==> src/rtl/sr_drive_ctrl.sv <==
// sr_drive_ctrl: debounces raw set/clear requests, edge-detects them and issues
// clean, fixed-width, mutually exclusive s/r pulses to a downstream sr_ff.
// A shadow copy of the flip-flop state is kept for monitoring.
// Optional feature macro: SR_DRIVE_TOGGLE_EN adds a debounced toggle request (tog_in).
module sr_drive_ctrl #(
    parameter int unsigned DEB_CYC   = 4,
    parameter int unsigned PULSE_CYC = 2,
    parameter int unsigned GAP_CYC   = 1
) (
    input  logic clk,
    input  logic rst,
    input  logic set_in,
    input  logic clr_in,
`ifdef SR_DRIVE_TOGGLE_EN
    input  logic tog_in,
`endif
    output logic s,
    output logic r,
    output logic busy,
    output logic q_shadow,
    output logic conflict
);

    // Lane 0 = set, lane 1 = clear, lane 2 = toggle (when enabled).
`ifdef SR_DRIVE_TOGGLE_EN
    localparam int unsigned NIN = 3;
`else
    localparam int unsigned NIN = 2;
`endif
    localparam int unsigned DW   = $clog2(DEB_CYC + 1);
    localparam int unsigned CMAX = (PULSE_CYC > GAP_CYC) ? PULSE_CYC : GAP_CYC;
    localparam int unsigned CW   = $clog2(CMAX + 1);

    typedef enum logic [1:0] {
        IDLE    = 2'd0,
        S_PULSE = 2'd1,
        R_PULSE = 2'd2,
        GAP     = 2'd3
    } state_t;

    logic [NIN-1:0]         raw;
    logic [NIN-1:0]         stable_q, stable_d;
    logic [NIN-1:0]         stable_dly_q, stable_dly_d;
    logic [NIN-1:0][DW-1:0] deb_cnt_q, deb_cnt_d;
    logic [NIN-1:0]         rise;

    logic                   set_ev, clr_ev;
    logic                   set_take, clr_take;
    logic                   set_pend_q, set_pend_d;
    logic                   clr_pend_q, clr_pend_d;

    state_t                 state_q, state_d;
    logic [CW-1:0]          cnt_q, cnt_d;
    logic                   q_shadow_q, q_shadow_d;
    logic                   conflict_q, conflict_d;
    logic                   s_q, s_d;
    logic                   r_q, r_d;
    logic                   busy_q, busy_d;

    // Gather raw request lines into one vector for the debounce lanes.
    always_comb begin
        raw    = '0;
        raw[0] = set_in;
        raw[1] = clr_in;
`ifdef SR_DRIVE_TOGGLE_EN
        raw[2] = tog_in;
`endif
    end

    // Debounce: accept a new level only after DEB_CYC consecutive differing samples.
    always_comb begin
        stable_d     = stable_q;
        stable_dly_d = stable_q;
        deb_cnt_d    = '0;
        for (int i = 0; i < int'(NIN); i++) begin
            if (raw[i] != stable_q[i]) begin
                if (deb_cnt_q[i] == DW'(DEB_CYC - 1)) begin
                    stable_d[i] = raw[i];
                end else begin
                    deb_cnt_d[i] = deb_cnt_q[i] + DW'(1);
                end
            end
        end
    end

    // Rising edge of the debounced level, seen one edge after stable rises.
    assign rise = stable_q & ~stable_dly_q;

    // Map debounced edges to set/clear requests; a toggle loses to a direct request.
    always_comb begin
        set_ev = rise[0];
        clr_ev = rise[1];
`ifdef SR_DRIVE_TOGGLE_EN
        if (rise[2] && !rise[0] && !rise[1]) begin
            set_ev = ~q_shadow_q;
            clr_ev = q_shadow_q;
        end
`endif
    end

    // Pulse sequencer: next state, counters, pend bookkeeping and registered outputs.
    always_comb begin
        state_d    = state_q;
        cnt_d      = cnt_q;
        set_take   = 1'b0;
        clr_take   = 1'b0;
        conflict_d = 1'b0;
        q_shadow_d = q_shadow_q;

        case (state_q)
            IDLE: begin
                cnt_d = '0;
                if (set_pend_q && clr_pend_q) begin
                    set_take   = 1'b1;
                    clr_take   = 1'b1;
                    conflict_d = 1'b1;
                end else if (set_pend_q) begin
                    set_take = 1'b1;
                    state_d  = S_PULSE;
                end else if (clr_pend_q) begin
                    clr_take = 1'b1;
                    state_d  = R_PULSE;
                end
            end
            S_PULSE, R_PULSE: begin
                if (cnt_q == CW'(PULSE_CYC - 1)) begin
                    q_shadow_d = (state_q == S_PULSE);
                    cnt_d      = '0;
                    state_d    = (GAP_CYC == 0) ? IDLE : GAP;
                end else begin
                    cnt_d = cnt_q + CW'(1);
                end
            end
            GAP: begin
                if (cnt_q == CW'(GAP_CYC - 1)) begin
                    cnt_d   = '0;
                    state_d = IDLE;
                end else begin
                    cnt_d = cnt_q + CW'(1);
                end
            end
            default: begin
                cnt_d   = '0;
                state_d = IDLE;
            end
        endcase

        // A new edge on the same cycle as a take re-arms the one-deep pend.
        set_pend_d = set_ev | (set_pend_q & ~set_take);
        clr_pend_d = clr_ev | (clr_pend_q & ~clr_take);

        s_d    = (state_d == S_PULSE);
        r_d    = (state_d == R_PULSE);
        busy_d = (state_d != IDLE);
    end

    // State and datapath registers with synchronous active-high reset.
    always_ff @(posedge clk) begin
        if (rst) begin
            stable_q     <= '0;
            stable_dly_q <= '0;
            deb_cnt_q    <= '0;
            set_pend_q   <= 1'b0;
            clr_pend_q   <= 1'b0;
            state_q      <= IDLE;
            cnt_q        <= '0;
            q_shadow_q   <= 1'b0;
            conflict_q   <= 1'b0;
            s_q          <= 1'b0;
            r_q          <= 1'b0;
            busy_q       <= 1'b0;
        end else begin
            stable_q     <= stable_d;
            stable_dly_q <= stable_dly_d;
            deb_cnt_q    <= deb_cnt_d;
            set_pend_q   <= set_pend_d;
            clr_pend_q   <= clr_pend_d;
            state_q      <= state_d;
            cnt_q        <= cnt_d;
            q_shadow_q   <= q_shadow_d;
            conflict_q   <= conflict_d;
            s_q          <= s_d;
            r_q          <= r_d;
            busy_q       <= busy_d;
        end
    end

    assign s        = s_q;
    assign r        = r_q;
    assign busy     = busy_q;
    assign q_shadow = q_shadow_q;
    assign conflict = conflict_q;

endmodule

==> config.mk <==
export PLATFORM = sky130hd
export DESIGN_NAME = sr_drive_ctrl
export DESIGN_NICKNAME = d
export VERILOG_FILES = /design/src/rtl/sr_drive_ctrl.sv
export SDC_FILE = /design/constraint.sdc
export NUM_CORES = 1
export LEC_CHECK = 0
export ABC_AREA = 1
export CAP_MARGIN = 20
export CORE_MARGIN = 4
export CORE_UTILIZATION = 45
export DETAILED_ROUTE_END_ITERATION = 6
export PLACE_DENSITY_LB_ADDON = 0.2
export SLEW_MARGIN = 25
export SYNTH_ARGS = -nofsm -noshare
export SYNTH_HDL_FRONTEND = slang
export SYNTH_SLANG_ARGS = --single-unit
==> constraint.sdc <==
create_clock -name clk -period 4.15 [get_ports clk]
set_clock_uncertainty 0.2 [all_clocks]
set_input_delay 0.83 -clock clk [delete_from_list [all_inputs] [get_ports clk]]
set_output_delay 0.83 -clock clk [all_outputs]
set_load 0.05 [all_outputs]
==> flow_metrics.env <==
export IMPL_die_area_um2=2660
export IMPL_cts_buffer_depth=2
export IMPL_relSlewSlack_pct=67.0
export IMPL_vias=659
export IMPL_path_clk_slew_ns=0.11
export IMPL_finalCritPeriodShare_pct=59.5
export IMPL_post_cts_buffers=0
export IMPL_status="finished, final reports clean"
export IMPL_syn_nets=115
export IMPL_place_hpwl_mm=1.04
export IMPL_drv_slew=0
export IMPL_rr_worst_depth=8
export IMPL_max_vdd_ir_drop_mv=0.194
export IMPL_clock_sinks=21
export IMPL_die_width_um=51.6
export IMPL_setup_violations=0
export IMPL_die_height_um=51.6
export IMPL_fillers=188
export IMPL_p_total_w=0.000313
export IMPL_ant_nets=0
export IMPL_grt_pass1_wl_mm=2.42
export IMPL_placement_io_buffers=8
export IMPL_worst_path_buf_inv=1
export IMPL_r2r_start="state_q[0]"
export IMPL_antenna_found_initial=0
export IMPL_grt_overflow_total=0
export IMPL_yosys_warnings=0
export IMPL_max_stage_delay_ns=0.80
export IMPL_hold_buffers=0
export IMPL_gp_congestion=0.773
export IMPL_cp_data_arrival_time_ns=1.44
export IMPL_start_util_pct=48.4
export IMPL_cp_data_required_time_ns=3.12
export IMPL_critPathLaunch="q_shadow"
export IMPL_n_antenna_cell=0
export IMPL_power_leakage_nw=0.440
export IMPL_rsz0062_at_grt="false"
export IMPL_drtPass1Iterations=4
export IMPL_cp_max_fo=2
export IMPL_synth_cells=101
export IMPL_fin_setup_tns_ns=0
export IMPL_postSynthAreaPerCell_um2=8.46
export IMPL_power_density_nw_per_um2=317
export IMPL_slowest_stage="clkdlybuf4s50_1"
export IMPL_areaGrowthSynthToFinish_pct=15.5
export IMPL_yosys_register_bits=21
export IMPL_timing_rr_end="busy"
export IMPL_max_freq_mhz=405
export IMPL_core_area_um2=1760
export IMPL_period_minus_slack_ns=2.47
export IMPL_critPathTopFamily="buffers and inverters"
export IMPL_drt_iter0_drc=6
export IMPL_ios=9
export IMPL_fin_nets=127
export IMPL_syn_area_um2=855
export IMPL_ff2ff_setup_slack_ns=2.57
export IMPL_synth_seq_area_share_pct=49.2
export IMPL_endpoint="q_shadow"
export IMPL_cts_resized_gates=0
export IMPL_tritoncts_num_buffers=3
export IMPL_crit_cells=1
export IMPL_routed_wirelength_mm=1.31
export IMPL_detail_route_wl_per_cell_um=9.55
export IMPL_worstPathCellList="clkdlybuf4s50_1"
export IMPL_crit_type="reg -> out"
export IMPL_end_kind="primary output"
export IMPL_regArea_um2=420
export IMPL_grt_max_degree=12
export IMPL_startpoint_type="register"
export IMPL_multiInputGateArea_um2=358
export IMPL_layout_commonest_cell="dfxtp_1"
export IMPL_ys_types=15
export IMPL_tritoncts="yes"
export IMPL_worst_slew_pin_slew_ns=0.493
export IMPL_clkLatencyLatePin_ns=0.29
export IMPL_num_rows=15
export IMPL_cap_violations=0
export IMPL_layout_cells_most_common_list="dfxtp_1 (21), inv_1 (17), nand2_1 (17)"
export IMPL_grt_total_usage_pct=12.3
export IMPL_hp_class="reg -> reg"
export IMPL_via_per_inst=4.81
export IMPL_finalHoldViolations=0
export IMPL_drc=0
export IMPL_htree_num_levels=1
export IMPL_grt_pass1_vias=604
export IMPL_root_buffer="clkbuf_4"
export IMPL_layout_drive_gt1_share_pct=5.36
==> flip-flops by register name, indices dropped and copies added, names as in the netlist, 2 cells and up <==
register and cells:
stable_dly_d 2, state_q 2, stable_dly_q 2, deb_cnt_q 6, cnt_q 2
==> per-layer routing <==
layer | GRT usage [%] | vias up | share of wire, %
li1 | - | 341 | -
met1 | 13.3 | 299 | 41
met2 | 21.4 | 13 | 52
met3 | 3.44 | 6 | 3.7
met4 | 6.55 | 0 | 2.5
met5 | 0 | - | 0
==> synthesized netlist by cell type <==
cell type	number	area, um^2
a21oi_1	8	40.0
buf_2	1	5.00
dfxtp_1	21	420
ha_1	10	125
inv_1	17	63.8
inv_2	2	7.51
nand2_1	17	63.8
nand2_2	1	6.26
nand3_1	4	20.0
nor2_1	11	41.3
nor4_1	1	6.26
o211ai_1	2	15.0
o21ai_0	3	15.0
o31ai_1	1	7.51
o32ai_1	2	17.5
==> worst reg2reg max path, delay by kind of cell (launching register included) <==
kind / cells / cell delay, ns
AND/OR/NAND/NOR: 6 / 0.47
buffers and inverters: 1 / 0.08
flip-flops: 1 / 0.37
adder cells (fa/ha/maj): 1 / 0.36
==> cell type report <==
cell class | count | area share (%)
sequential | 21 | 42.6
multi-input combinational | 60 | 36.2
timing repair buffer | 8 | 8.11
inverter | 19 | 7.22
tap | 25 | 3.17
clock buffer | 4 | 2.66
==> cell families (layout without fill, tap and decap cells) <==
group | after synthesis | count (layout) | share of synthesized area (%)
AOI/OAI and AO/OA | 16 | 16 | 11.1
DFF | 21 | 21 | 49.2
buffers and inverters | 20 | 31 | 8.93
and+or+nand+nor | 34 | 34 | 16.1
adders and majority gates | 10 | 10 | 14.6
==> power by group <==
group	internal (W)	switching [W]	total [W]
registers	0.000204	0.00000131	0.000206
clock network	0.0000374	0.0000559	0.0000934
logic	0.00000607	0.00000818	0.0000142
==> worst min path at each step <==
stage	startpoint	to	slack (ns)	cells after the start
3_5_place_dp	deb_cnt_q[0]	deb_cnt_q[0]	0.21	1
5_1_grt	deb_cnt_q[3]	deb_cnt_q[3]	0.27	1
2_1_floorplan	deb_cnt_q[0]	deb_cnt_q[0]	0.20	1
4_1_cts	deb_cnt_q[0]	deb_cnt_q[0]	0.23	1
3_3_place_gp	deb_cnt_q[0]	deb_cnt_q[0]	0.21	1
6_report	deb_cnt_q[0]	deb_cnt_q[0]	0.23	1
==> through the flow <==
stage	utilization (%)	worst slack (ns)	hold WS (ns)	area, um^2	cells
2_1_floorplan	-	2.52	0.199	855	101
3_3_place_gp	54.5	2.00	0.208	961	133
3_5_place_dp	54.5	1.99	0.213	961	133
4_1_cts	56.0	1.66	0.229	987	137
5_1_grt	56.0	1.62	0.266	987	137
6_report	56.0	1.68	0.226	987	137
Note: power is estimated with default switching activity, not from simulation.
